[src/rtl/viterbi_decoder_pkg.sv]
// Shared constants, FSM state type and golden convolutional encoder helper
// for the K=4, rate-1/2 Viterbi decoder.
package viterbi_decoder_pkg;

  localparam int K        = 4;
  localparam int N_BITS   = 48;
  localparam int N_CODED  = 96;
  localparam int N_STATES = 8;

  localparam logic [7:0] PM_INIT = 8'd100;

  // Generator taps on {u, d_{k-1}, d_{k-2}, d_{k-3}}
  localparam logic [K-1:0] G1 = 4'b1011;
  localparam logic [K-1:0] G2 = 4'b1111;

  typedef enum logic [1:0] {IDLE, ACS, TRACE, DONE} state_e;

  // Coded pair {o1,o2} emitted for input u leaving trellis state s
  function automatic logic [1:0] enc_pair(input logic u, input logic [K-2:0] s);
    logic [K-1:0] r;
    r = {u, s};
    return {^(r & G1), ^(r & G2)};
  endfunction

endpackage

[src/rtl/viterbi_decoder_acs.sv]
// Add-compare-select for one trellis state: two candidate sums, keep the
// smaller; on a tie the predecessor with LSB=0 wins.
module viterbi_acs (
  input  logic [7:0] pm0_i,
  input  logic [7:0] pm1_i,
  input  logic [1:0] bm0_i,
  input  logic [1:0] bm1_i,
  output logic [7:0] pm_o,
  output logic       dec_o
);

  logic [7:0] c0, c1;

  // Sums never exceed 196, so 8 bits cannot wrap
  always_comb begin
    c0    = pm0_i + {6'd0, bm0_i};
    c1    = pm1_i + {6'd0, bm1_i};
    dec_o = (c1 < c0);
    pm_o  = dec_o ? c1 : c0;
  end

endmodule

[src/rtl/viterbi_decoder.sv]
// Block Viterbi decoder: 48 ACS cycles over the latched 96-bit block, then
// 48 traceback cycles through the survivor memory.
module viterbi_decoder
  import viterbi_decoder_pkg::*;
(
  input  logic               clck,
  input  logic               rst_n,
  input  logic               start,
  input  logic [N_CODED-1:0] fec,
  output logic [N_BITS-1:0]  data_out,
  output logic               status,
  output logic               busy,
  output logic [6:0]         path_metric
);

  state_e state_q, state_d;

  logic [N_CODED-1:0]          fec_q;     // shifted left 2 per step; current pair at top
  logic [5:0]                  step_q;    // ACS step going up, traceback k going down
  logic [N_STATES-1:0][7:0]    pm_q;
  logic [N_STATES-1:0][7:0]    pm_new;
  logic [N_STATES-1:0]         dec;
  logic [2:0]                  cur_q;
  logic [N_BITS-2:0]           trace_q;
  logic [N_BITS-1:0]           data_q;
  logic                        status_q;
  logic [6:0]                  pm_out_q;
  logic [N_STATES-1:0]         surv_q [N_BITS];

  logic [1:0] rx;
  logic [2:0] best;
  logic [7:0] bpm;

  assign rx = fec_q[N_CODED-1 -: 2];

  // One ACS per next state n; predecessors are {n[1:0],0} and {n[1:0],1}
  for (genvar n = 0; n < N_STATES; n++) begin : g_acs
    localparam logic [2:0] NS = 3'(n);
    logic [1:0] x0, x1, bm0, bm1;
    assign x0  = rx ^ enc_pair(NS[2], {NS[1:0], 1'b0});
    assign x1  = rx ^ enc_pair(NS[2], {NS[1:0], 1'b1});
    assign bm0 = {x0[1] & x0[0], x0[1] ^ x0[0]};
    assign bm1 = {x1[1] & x1[0], x1[1] ^ x1[0]};
    viterbi_acs u_acs (
      .pm0_i (pm_q[{NS[1:0], 1'b0}]),
      .pm1_i (pm_q[{NS[1:0], 1'b1}]),
      .bm0_i (bm0),
      .bm1_i (bm1),
      .pm_o  (pm_new[n]),
      .dec_o (dec[n])
    );
  end

  // Best end state over the freshly computed metrics; ties to lowest index
  always_comb begin
    best = 3'd0;
    bpm  = pm_new[0];
    for (int i = 1; i < N_STATES; i++) begin
      if (pm_new[i] < bpm) begin
        best = 3'(i);
        bpm  = pm_new[i];
      end
    end
  end

  // State register
  always_ff @(posedge clck or negedge rst_n) begin
    if (!rst_n) state_q <= IDLE;
    else        state_q <= state_d;
  end

  // Next-state logic; start only matters in IDLE and DONE
  always_comb begin
    state_d = state_q;
    case (state_q)
      IDLE, DONE: if (start)          state_d = ACS;
      ACS:        if (step_q == 6'd47) state_d = TRACE;
      TRACE:      if (step_q == 6'd0)  state_d = DONE;
      default:                        state_d = IDLE;
    endcase
  end

  // Datapath: metric update, traceback and result registers
  always_ff @(posedge clck or negedge rst_n) begin
    if (!rst_n) begin
      fec_q    <= '0;
      step_q   <= '0;
      pm_q     <= '0;
      cur_q    <= '0;
      trace_q  <= '0;
      data_q   <= '0;
      status_q <= 1'b0;
      pm_out_q <= '0;
    end else begin
      case (state_q)
        IDLE, DONE: if (start) begin
          fec_q    <= fec;
          step_q   <= '0;
          pm_q     <= {{(N_STATES-1){PM_INIT}}, 8'd0};
          status_q <= 1'b0;
          data_q   <= '0;
          pm_out_q <= '0;
        end
        ACS: begin
          pm_q  <= pm_new;
          fec_q <= fec_q << 2;
          if (step_q == 6'd47) begin
            cur_q    <= best;
            pm_out_q <= bpm[6:0];
          end else begin
            step_q <= step_q + 6'd1;
          end
        end
        TRACE: begin
          cur_q   <= {cur_q[1:0], surv_q[step_q][cur_q]};
          trace_q <= {cur_q[2], trace_q[N_BITS-2:1]};
          if (step_q == 6'd0) begin
            data_q   <= {cur_q[2], trace_q};
            status_q <= 1'b1;
          end else begin
            step_q <= step_q - 6'd1;
          end
        end
        default: ;
      endcase
    end
  end

  // Survivor decisions, one row per step; contents are don't-care after reset
  always_ff @(posedge clck) begin
    if (state_q == ACS) surv_q[step_q] <= dec;
  end

  assign busy        = (state_q == ACS) || (state_q == TRACE);
  assign status      = status_q;
  assign data_out    = data_q;
  assign path_metric = pm_out_q;

endmodule

[config.mk]
export PLATFORM = sky130hd
export DESIGN_NAME = viterbi_decoder
export DESIGN_NICKNAME = d
export VERILOG_FILES = /design/src/rtl/viterbi_decoder_pkg.sv /design/src/rtl/viterbi_decoder_acs.sv /design/src/rtl/viterbi_decoder.sv
export SDC_FILE = /design/constraint.sdc
export NUM_CORES = 1
export LEC_CHECK = 0
export CORE_UTILIZATION = 50
export CTS_CLUSTER_SIZE = 10
export DETAILED_ROUTE_END_ITERATION = 12
export GPL_ROUTABILITY_DRIVEN = 0
export GPL_TIMING_DRIVEN = 0
export PLACE_DENSITY = 0.65
export SLEW_MARGIN = 20
export SYNTH_ARGS = -nofsm -noshare
export SYNTH_HDL_FRONTEND = slang
export SYNTH_HIERARCHICAL = 1
export SYNTH_SLANG_ARGS = --single-unit
export TNS_END_PERCENT = 50
[constraint.sdc]
create_clock -name clck -period 19.5 [get_ports clck]
set_input_delay 3.9 -clock clck [delete_from_list [all_inputs] [get_ports clck]]
set_output_delay 3.9 -clock clck [all_outputs]
set_load 0.01 [all_outputs]
**Word level (Yosys, flattened, before mapping)**

Memory sizes are Yosys's and may differ from the RTL's.
Index checks and enable logic that the tools add are counted.

- Bits in latches: 0
- ROM bits: 0
- Memory bits (writable): 384
- Memories: 1
- Logic and storage cells: 133
- Register bits: 274
- Input port bits: 99

- Multipliers: 0
- $lt $le $gt $ge: 16
- Shifts and indexed selects: 0
- Add/subtract/negate cells: 18
- Reduce and logical (&&, ||, !) cells: 13
- Multiplexer cells: 49
- Equal/unequal tests: 9
- Bitwise gates (word level): 11
- Div/mod/pow operators: 0

Memory list:

| memory | depth | bits a word | read ports | clocked after Yosys merged registers in | write ports | line | RTL |
|---|---|---|---|---|---|---|---|
| surv_q | 48 | 8 | 1 | 0 | 1 | viterbi_decoder.sv:28 | `logic [N_STATES-1:0] surv_q [N_BITS];` |

Operator list:

| kind | number |
|---|---|
| $pmux 96 s2 | 1 |
| $add 8x2->8 | 16 |
| $pmux 64 s2 | 1 |
| $lt 8x8->1 | 15 |
| $mux 8 | 14 |
| $mux 48 | 2 |
| $mux 96 | 1 |
| $pmux 48 s2 | 1 |
| $mux 64 | 1 |
| $mux 7 | 3 |
| $mux 6 | 3 |
| $pmux 6 s3 | 1 |
| $mux 3 | 5 |
| $pmux 7 s2 | 1 |
| $reduce_and 3->1 | 4 |
| $mux 2 | 5 |
| $ne 2x2->1 const B | 5 |
| $add 6x1->6 const B | 1 |
| $eq 6x6->1 const B | 1 |
| $logic_not 6->1 | 1 |
| $mux 1 | 6 |
| $pmux 2 s3 | 1 |
| $pmux 3 s2 | 1 |
| $reduce_bool 2->1 | 3 |
| 14 further kinds | 23 |

**Longest topological paths before layout**

Gate-level depths: netlist of run 1.

- Word-level depth: 21
- Gate-level depth with buffers: 88

**Hierarchy**

Netlist of run 1, hierarchy kept.

Modules (own cells, without submodules):

| module | area an instance (µm²) | cells each | instances |
|---|---|---|---|
| viterbi_decoder | 27759.1 | 2152 | 1 |
| viterbi_acs | 566.8 | 74 | 8 |

**Least setup slack after synthesis of run 1**

No wires, ideal clock.

- Path type: reg2reg
- From: reg fec_q[94]
- To: reg pm_out_q[0] (netlist: path_metric[0])
- Setup time: 0.121 ns
- Cell stages (with the launch flop): 82
- Setup slack: 3.841 ns
- Arrival time: 15.538 ns
- Data required time: 19.379 ns
- Clock period less this slack: 15.659 ns
- Cells stage by stage: dfrtp_1 inv_1 ha_1 ha_1 inv_1 fa_1 nand3b_1 nor2_1 xnor2_1 inv_1 ha_1 nand2_1 o21ai_0 a31oi_1 buf_6 mux2i_1 inv_1 ha_1 [... 46 more ...] ha_1 o2111a_1 a21oi_1 nand2_1 a41o_1 a21boi_1 buf_6 mux2_4 ha_1 a21o_1 a21oi_1 o21ai_0 a21o_1 or3_1 o32ai_1 a21oi_1 mux2_2 a22o_1

RTL lines:

| what | line | RTL |
|---|---|---|
| from (decl) | viterbi_decoder.sv:18 | `logic [N_CODED-1:0] fec_q;` |
| from (signal assigned) | viterbi_decoder.sv:106 | `fec_q <= fec_q << 2;` |
| to (signal assigned) | viterbi_decoder.sv:109 | `pm_out_q <= bpm[6:0];` |
| to (decl) | viterbi_decoder.sv:27 | `logic [6:0] pm_out_q;` |

==> qor.yml, run 1 <==
status:
  status: "finished, final reports clean"
cts:
  postCtsSetupBuffers: 0
  root_buffer: "clkbuf_16"
  numCtsBuffers: 78
  clock-sinks: 658
  cts.htree.levels: 3
  cts_tree: "built"
  insertion_delay_ns: 0.64
  cts_buffer_depth: 3
  clkTransAtPathRegs_ns: 0.05
grt:
  grt_util_all_layers_pct: 28.5
  use_met2_pct: 47.0
  met1_usage_pct: 38.3
  grt_pass1_wl_um: 142000
  grt_start_max_net_pins: 95
  grt_pass1_vias: 23400
  use_met3_pct: 4.71
  busiest_layer: "met2"
  grt_antenna_before_repair: 3
  grt.overflow.total: 0
logic_synthesis:
  post_synth.cell_area_avg_um2: 11.8
  syn_area_um2: 32300
  yosysWarnings: 6
  synth-seq-cells: 658
  ys_dominant_reg_cell: "edfxtp_1"
  synth-seq-area-share_pct: 56.9
  synthArstFlopShare_pct: 41.6
  ys_types: 69
  synth_edf_count: 384
  synthCells: 2744
  syn_nets: 3000
setup_path:
  required_ns: 19.97
  cp_max_fo: 56
  crit_type: "reg2reg"
  cp-end-kind: "flip-flop"
  cp-start-kind: "flip-flop"
  crit_slowest_cell: "mux2i_1"
  r2r_setup_slack_ns: 1.24
  worstPathArrival_ns: 18.74
  r2r_cells: 82
  worst_r2r_endpoint: "path_metric[1]"
  r2r_start: "fec_q[94]"
  max_stage_delay_ns: 0.77
routing:
  drtIter0Drc: 2535
  num_vias: 23300
  routedWlPerCell_um: 24.3
  postRouteAntennaNets: 0
  firstDrtPassIters: 8
  wl_um: 94000
  drc: 0
  vias_per_cell: 6.04
cells_and_area:
  final_common_cell: "edfxtp_1"
  multi_input_area_um2: 12800
  drive_gt1_share_pct: 6.20
  syn2layout_area_growth_pct: 15.5
  layout.nets: 3241
  fillCellCount: 5121
  most-common-layout-cells: "edfxtp_1, nand2_1, dfrtp_1"
  regArea_um2: 18400
  design_area_um2: 37300
die:
  core_area_um2: 63400
  die_area_um2: 65600
  io_pins: 156
  row_count: 92
  dieWidth_um: 256
  start_util_pct: 50.9
  die_h_um: 256
sta:
  fin_crit_ns: 18.26
  hold_viol_final: 0
  max_slew.worst_pin.slew_ns: 1.15
  fmax_mhz: 54.8
  maxSlewHeadroom_pct: 23.4
  finClkSkew_ns: 0.0543
  rsz0062_at_grt: "no"
  fin_setup_tns_ns: 0
  setup_violations: 0
  period_share_pct: 93.7
  drv_slew: 0
placement:
  portBuffers: 155
  hpwl_um: 65700
  placed_cell_area_um2: 35000
min_path:
  holdPathEnd: "data_out[13]"
  hold_class: "reg2reg"
  hold_depth: 2
  min_from: "data_out[13]"
run:
  drv_cap: 0
-- kinds of logic (layout without fill, tap and decap cells) --
| kind of cell | Yosys count | after routing | synth area share [%] |
|---|---|---|---|
| other | 0 | 3 | 0 |
| adders and majority gates | 158 | 158 | 6.51 |
| buffers and inverters | 291 | 561 | 3.61 |
| muxes | 253 | 253 | 8.51 |
| and+or+nand+nor | 622 | 622 | 8.26 |
| AOI/OAI and AO/OA | 659 | 659 | 13.4 |
| DFF | 658 | 658 | 56.9 |
| xor gates and xnor gates | 103 | 103 | 2.79 |
-- synthesized netlist by cell type, types with 10 or more instances --
library cell    n  area share, %
nor2_1        155            1.8
dfrtp_1       274             21
nor3_1         26           0.40
ha_1          140            5.4
nor2b_1        16           0.31
edfxtp_1      384             36
fa_1           17            1.1
and3_1         10           0.19
mux2_2         39            1.4
nand2_1       303            3.5
nand2b_1       26           0.50
xor2_1         33           0.90
buf_1          22           0.26
o21ai_0       225            3.5
a22oi_1        65            1.5
mux2i_1       192            6.0
nand3_1        53           0.82
mux2_4         13           0.60
a21o_1         12           0.28
a21oi_1       123            1.9
o22a_1         15           0.41
a22o_1         85            2.3
inv_1         156            1.8
a221oi_1       35           0.95
clkbuf_1       99            1.2
xnor2_1        70            1.9
a31oi_1        40           0.77
-- worst max path at each step --
| stage | from | end | slack [ns] | cells past startpoint |
|---|---|---|---|---|
| final | fec_q[94] | path_metric[1] | 1.24 | 82 |
| after global routing | fec_q[94] | path_metric[1] | 0.09 | 83 |
| after CTS | fec_q[94] | path_metric[1] | 1.17 | 81 |
| after detailed placement | fec_q[94] | path_metric[3] | 1.26 | 82 |
| after global placement | fec_q[94] | path_metric[3] | 1.68 | 84 |
| after floorplan | fec_q[94] | path_metric[0] | 3.84 | 81 |
-- registers in the layout, indices dropped and copies added, names as in the netlist --
signal       flops
cur_q            3
data_out        48
fec_q           96
path_metric      7
pm_q            64
state_q          2
status           1
step_q           6
surv_q         384
trace_q         47
-- critical path, delay by kind of cell (launching register included) --
| kind | cells | cell delay, ns |
|---|---|---|
| flops | 1 | 0.43 |
| mux | 4 | 1.84 |
| simple gates | 17 | 2.64 |
| compound gates | 35 | 6.66 |
| fa+ha+maj | 11 | 3.62 |
| buf+inv | 14 | 2.73 |
| xor+xnor | 1 | 0.16 |
-- per-stage QoR --
stage	utilization (%)	hold slack, ns	worst slack [ns]	instances
floorplan	-	0.450	3.84	2744
global route	58.8	0.497	0.0853	3863
finish	58.8	0.474	1.24	3863
detailed placement	55.2	0.470	1.26	3751
CTS	58.8	0.482	1.17	3860
global placement	55.0	0.461	1.68	3745
-- per-layer routing --
metal | share of wire, % | wire length (um)
met1 | 41 | 38800
met2 | 48 | 45400
met3 | 7.2 | 6780
met4 | 3.2 | 3050
met5 | 0 | 0
-- area by class of cell --
| cell class | instances | area share (%) |
|---|---|---|
| Tap cell | 846 | 2.84 |
| Inverter | 157 | 1.58 |
| Timing Repair Buffer | 161 | 4.46 |
| Buffer | 134 | 1.55 |
| Clock inverter | 11 | 0.429 |
| Antenna cell | 3 | 0.0201 |
| Clock buffer | 98 | 5.57 |
| Multi-Input combinational cell | 1795 | 34.2 |
| Sequential cell | 658 | 49.3 |
-- what timing repair did --
item,in CTS,in global routing
hold buffers,0,0
resized for setup,0,4
endpoints found under the setup margin,0,9
Power of run 1 is left out: the tool's default activity adds up to more than one toggle a clock period on the data nets, which glitch-free logic cannot reach.
==> inputs of run 2 (changes only) <==
--- a/config.mk
+++ b/config.mk
@@ -14,6 +14,5 @@
 export SLEW_MARGIN = 20
 export SYNTH_ARGS = -nofsm -noshare
 export SYNTH_HDL_FRONTEND = slang
-export SYNTH_HIERARCHICAL = 1
 export SYNTH_SLANG_ARGS = --single-unit
 export TNS_END_PERCENT = 50
==> run 2 against run 1 <==
Against the previous run:
- routed wire length grew 2.2%
- setup slack lost 0.27 ns
- register-to-register slack lost 0.27 ns
- worst hold slack gained 0.0031 ns
- via count grew 1.2%
- flip-flop and latch count is the same
- clock skew shrank 0.029 ns
- synthesized area is essentially flat
- cell count shrank 0.28%
- sequential share of layout area shrank 0.17 points
- critical path depth shrank 4
- largest cell class unchanged
- critical path type unchanged
==> qor.yml, run 2 <==
routing:
  num_vias: 23600  # was 23300
  drc: 0  # unchanged
  routedWlPerCell_um: 24.9  # was 24.3 um
  drtIter0Drc: 2395  # was 2535
  wl_um: 96100  # was 94000 um
  firstDrtPassIters: 5  # was 8
  postRouteAntennaNets: 0  # unchanged
  vias_per_cell: 6.13  # was 6.04
logic_synthesis:
  synth.area.top_cells: "edfxtp_1, dfrtp_1, mux2i_1, ha_1, nand2_1"  # unchanged
  synth.largest_area_cell: "edfxtp_1"  # unchanged
  synth_top_area_share_pct: 35.7  # about the same
  syn_nets: 2950  # was 3000
  synth_edf_count: 384  # unchanged
  post-synth-top-count-cell: "edfxtp_1"  # unchanged
  synth-seq-area-share_pct: 57.0  # was 56.9%
  synth-xor-area-share_pct: 2.92  # was 2.79%
  yosysWarnings: 0  # was 6
  syn_area_um2: 32300  # about the same
  ys_dominant_reg_cell: "edfxtp_1"  # unchanged
  muxShareOfSynthArea_pct: 8.02  # was 8.51%
  netlist_top_cells_count: "edfxtp_1, dfrtp_1, nand2_1"  # was edfxtp_1, nand2_1, dfrtp_1
  synth_top_family_by_area: "compound AO/OA/AOI/OAI gates"  # unchanged
  post_synth.cell_area_avg_um2: 11.9  # was 11.8 um^2
  synthAdderAreaFrac_pct: 5.61  # was 6.51%
  synth-compound-area-share_pct: 14.8  # was 13.4%
  synth-seq-cells: 658  # unchanged
  yosys.area_share.simple_pct: 8.70  # was 8.26%
  ys_types: 92  # was 69
  synthCells: 2714  # was 2744
  synthArstFlopShare_pct: 41.6  # unchanged
cells_and_area:
  regMostFlops: "surv_q"  # unchanged
  largest_reg_flops: 384  # unchanged
  most-common-layout-cells: "edfxtp_1, dfrtp_1, nand2_1"  # was edfxtp_1, nand2_1, dfrtp_1
  final_common_cell: "edfxtp_1"  # unchanged
  layout.nets: 3194  # was 3241
  top_regs: "surv_q (384), fec_q (96), pm_q (64)"  # unchanged
  drive_gt1_share_pct: 7.95  # was 6.20%
  final_util_pct: 59.0  # was 58.8%
  fillCellCount: 5138  # was 5121
  syn2layout_area_growth_pct: 16.0  # was 15.5%
setup_path:
  r2r_start: "fec_q[94]"  # unchanged
  cp-end-kind: "flip-flop"  # unchanged
  cp_max_fo: 53  # was 56
  crit_type: "reg2reg"  # unchanged
  crit_slowest_cell: "dfrtp_1"  # was mux2i_1
  crit_path_frequent_cell: "ha_1"
  cp-start-kind: "flip-flop"  # unchanged
  worstPathArrival_ns: 19.01  # was 18.74 ns
  crit_start: "fec_q[94]"  # unchanged
  required_ns: 19.97  # about the same
  max_stage_delay_ns: 0.46  # was 0.77 ns
cts:
  insertion_delay_ns: 0.63  # was 0.64 ns
  cts_hold_buffers: 0  # unchanged
  clock-sinks: 658  # unchanged
  postCtsSetupBuffers: 0  # unchanged
  numCtsBuffers: 78  # unchanged
  cts_buffer_depth: 3  # unchanged
  clkTransAtPathRegs_ns: 0.06  # was 0.05 ns
  cts.htree.levels: 3  # unchanged
  cts_tree: "built"  # unchanged
  root_buffer: "clkbuf_16"  # unchanged
die:
  io_pins: 156  # unchanged
  core_area_um2: 63400  # unchanged
  die_area_um2: 65600  # about the same
  row_count: 92  # unchanged
  dieWidth_um: 256  # about the same
  die_h_um: 256  # about the same
  start_util_pct: 50.9  # about the same
placement:
  portBuffers: 155  # unchanged
  hpwl_um: 67000  # was 65700 um
  pre_cts_slack_ns: -0.293  # was 1.26 ns
min_path:
  min_from: "fec_q[90]"  # was data_out[13]
  hold_class: "reg2reg"  # unchanged
status:
  status: "finished, final reports clean"  # unchanged
sta:
  setup_violations: 0  # unchanged
  drv_slew: 0  # unchanged
  fin_crit_ns: 18.54  # was 18.26 ns
  period_share_pct: 95.1  # was 93.7%
  hold_viol_final: 0  # unchanged
  setup_ws_ns: 0.963  # was 1.24 ns
  finClkSkew_ns: 0.0257  # was 0.0543 ns
  max_slew.worst_pin.slew_ns: 1.18  # was 1.15 ns
  fmax_mhz: 53.9  # was 54.8 MHz
  holdWs_ns: 0.477  # was 0.474 ns
  rsz0062_at_grt: "no"  # unchanged
  maxSlewHeadroom_pct: 20.8  # was 23.4%
grt:
  grt_antenna_before_repair: 1  # was 3
  grt.overflow.total: 0  # unchanged
  grt_pass1_vias: 23400  # about the same
  grt_pass1_wl_um: 143000  # was 142000 um
  grt_util_all_layers_pct: 28.7  # was 28.5%
  grt_start_max_net_pins: 103  # was 95
run:
  drv_cap: 0  # unchanged
==> run 2: what timing repair did <==
item                       in CTS  in global routing
resized for setup               2                 13
pin swaps                       0                  1
gates cloned                    0                  2
hold endpoints to repair        0                  0
setup endpoints to repair      10                 10
==> run 2: logic make-up (layout without fill, tap and decap cells) <==
family	count (synthesis)	after routing
AOI/OAI and AO/OA	706	706
adders and majority gates	140	140
buffers and inverters	240	529
DFF	658	658
other	0	1
and+or+nand+nor	620	622
muxes	244	244
xor gates and xnor gates	106	106
==> run 2: area by class of cell <==
cell class	count	area, um^2	share of cell area, %
Sequential cell	658	18400	49.1
Clock buffer	116	2140	5.71
Tap cell	846	1060	2.83
Multi-Input combinational cell	1818	13000	34.8
Clock inverter	11	151	0.405
Inverter	79	299	0.799
Timing Repair Buffer	162	1730	4.61
Buffer	161	656	1.75
Antenna cell	1	2.50	0.00669
==> run 2: metrics by stage <==
stage          area (um^2)  cells  TNS (ns)
2_1_floorplan        32300   2714         0
3_3_place_gp         34900   3715         0
3_5_place_dp         35100   3722     -2.21
4_1_cts              37400   3849         0
5_1_grt              37400   3852         0
6_report             37400   3852         0
==> run 2: worst paths after layout <==
path                                  end  slack, ns  cells after the start
max                        path_metric[2]       0.96                     78
min                             fec_q[90]       0.48                      2
max reg2reg                path_metric[2]       0.96                     78
min reg2reg                     fec_q[90]       0.48                      2
max in group asynchronous        pm_q[52]      14.80                      3
min in group asynchronous     trace_q[30]       3.33                      1
==> run 2: metal layers <==
layer	track usage [%]	vias to the layer above	share of wire (%)
met1	38.4	11800	41
met4	10.1	0	3.6
li1	-	10600	-
met3	4.63	205	7.4
met2	47.5	1022	48
met5	0	-	0
==> run 2: worst max-delay path: cells and delay by family (launching register included) <==
family / cells / cell delay [ns]
and+or+nand+nor: 13 / 2.45
muxes: 4 / 1.39
xor gates and xnor gates: 1 / 0.16
DFF: 1 / 0.46
adders and majority gates: 11 / 3.48
buffers and inverters: 9 / 1.75
AOI/OAI and AO/OA: 40 / 8.64
Power of run 2 is left out for the same reason.
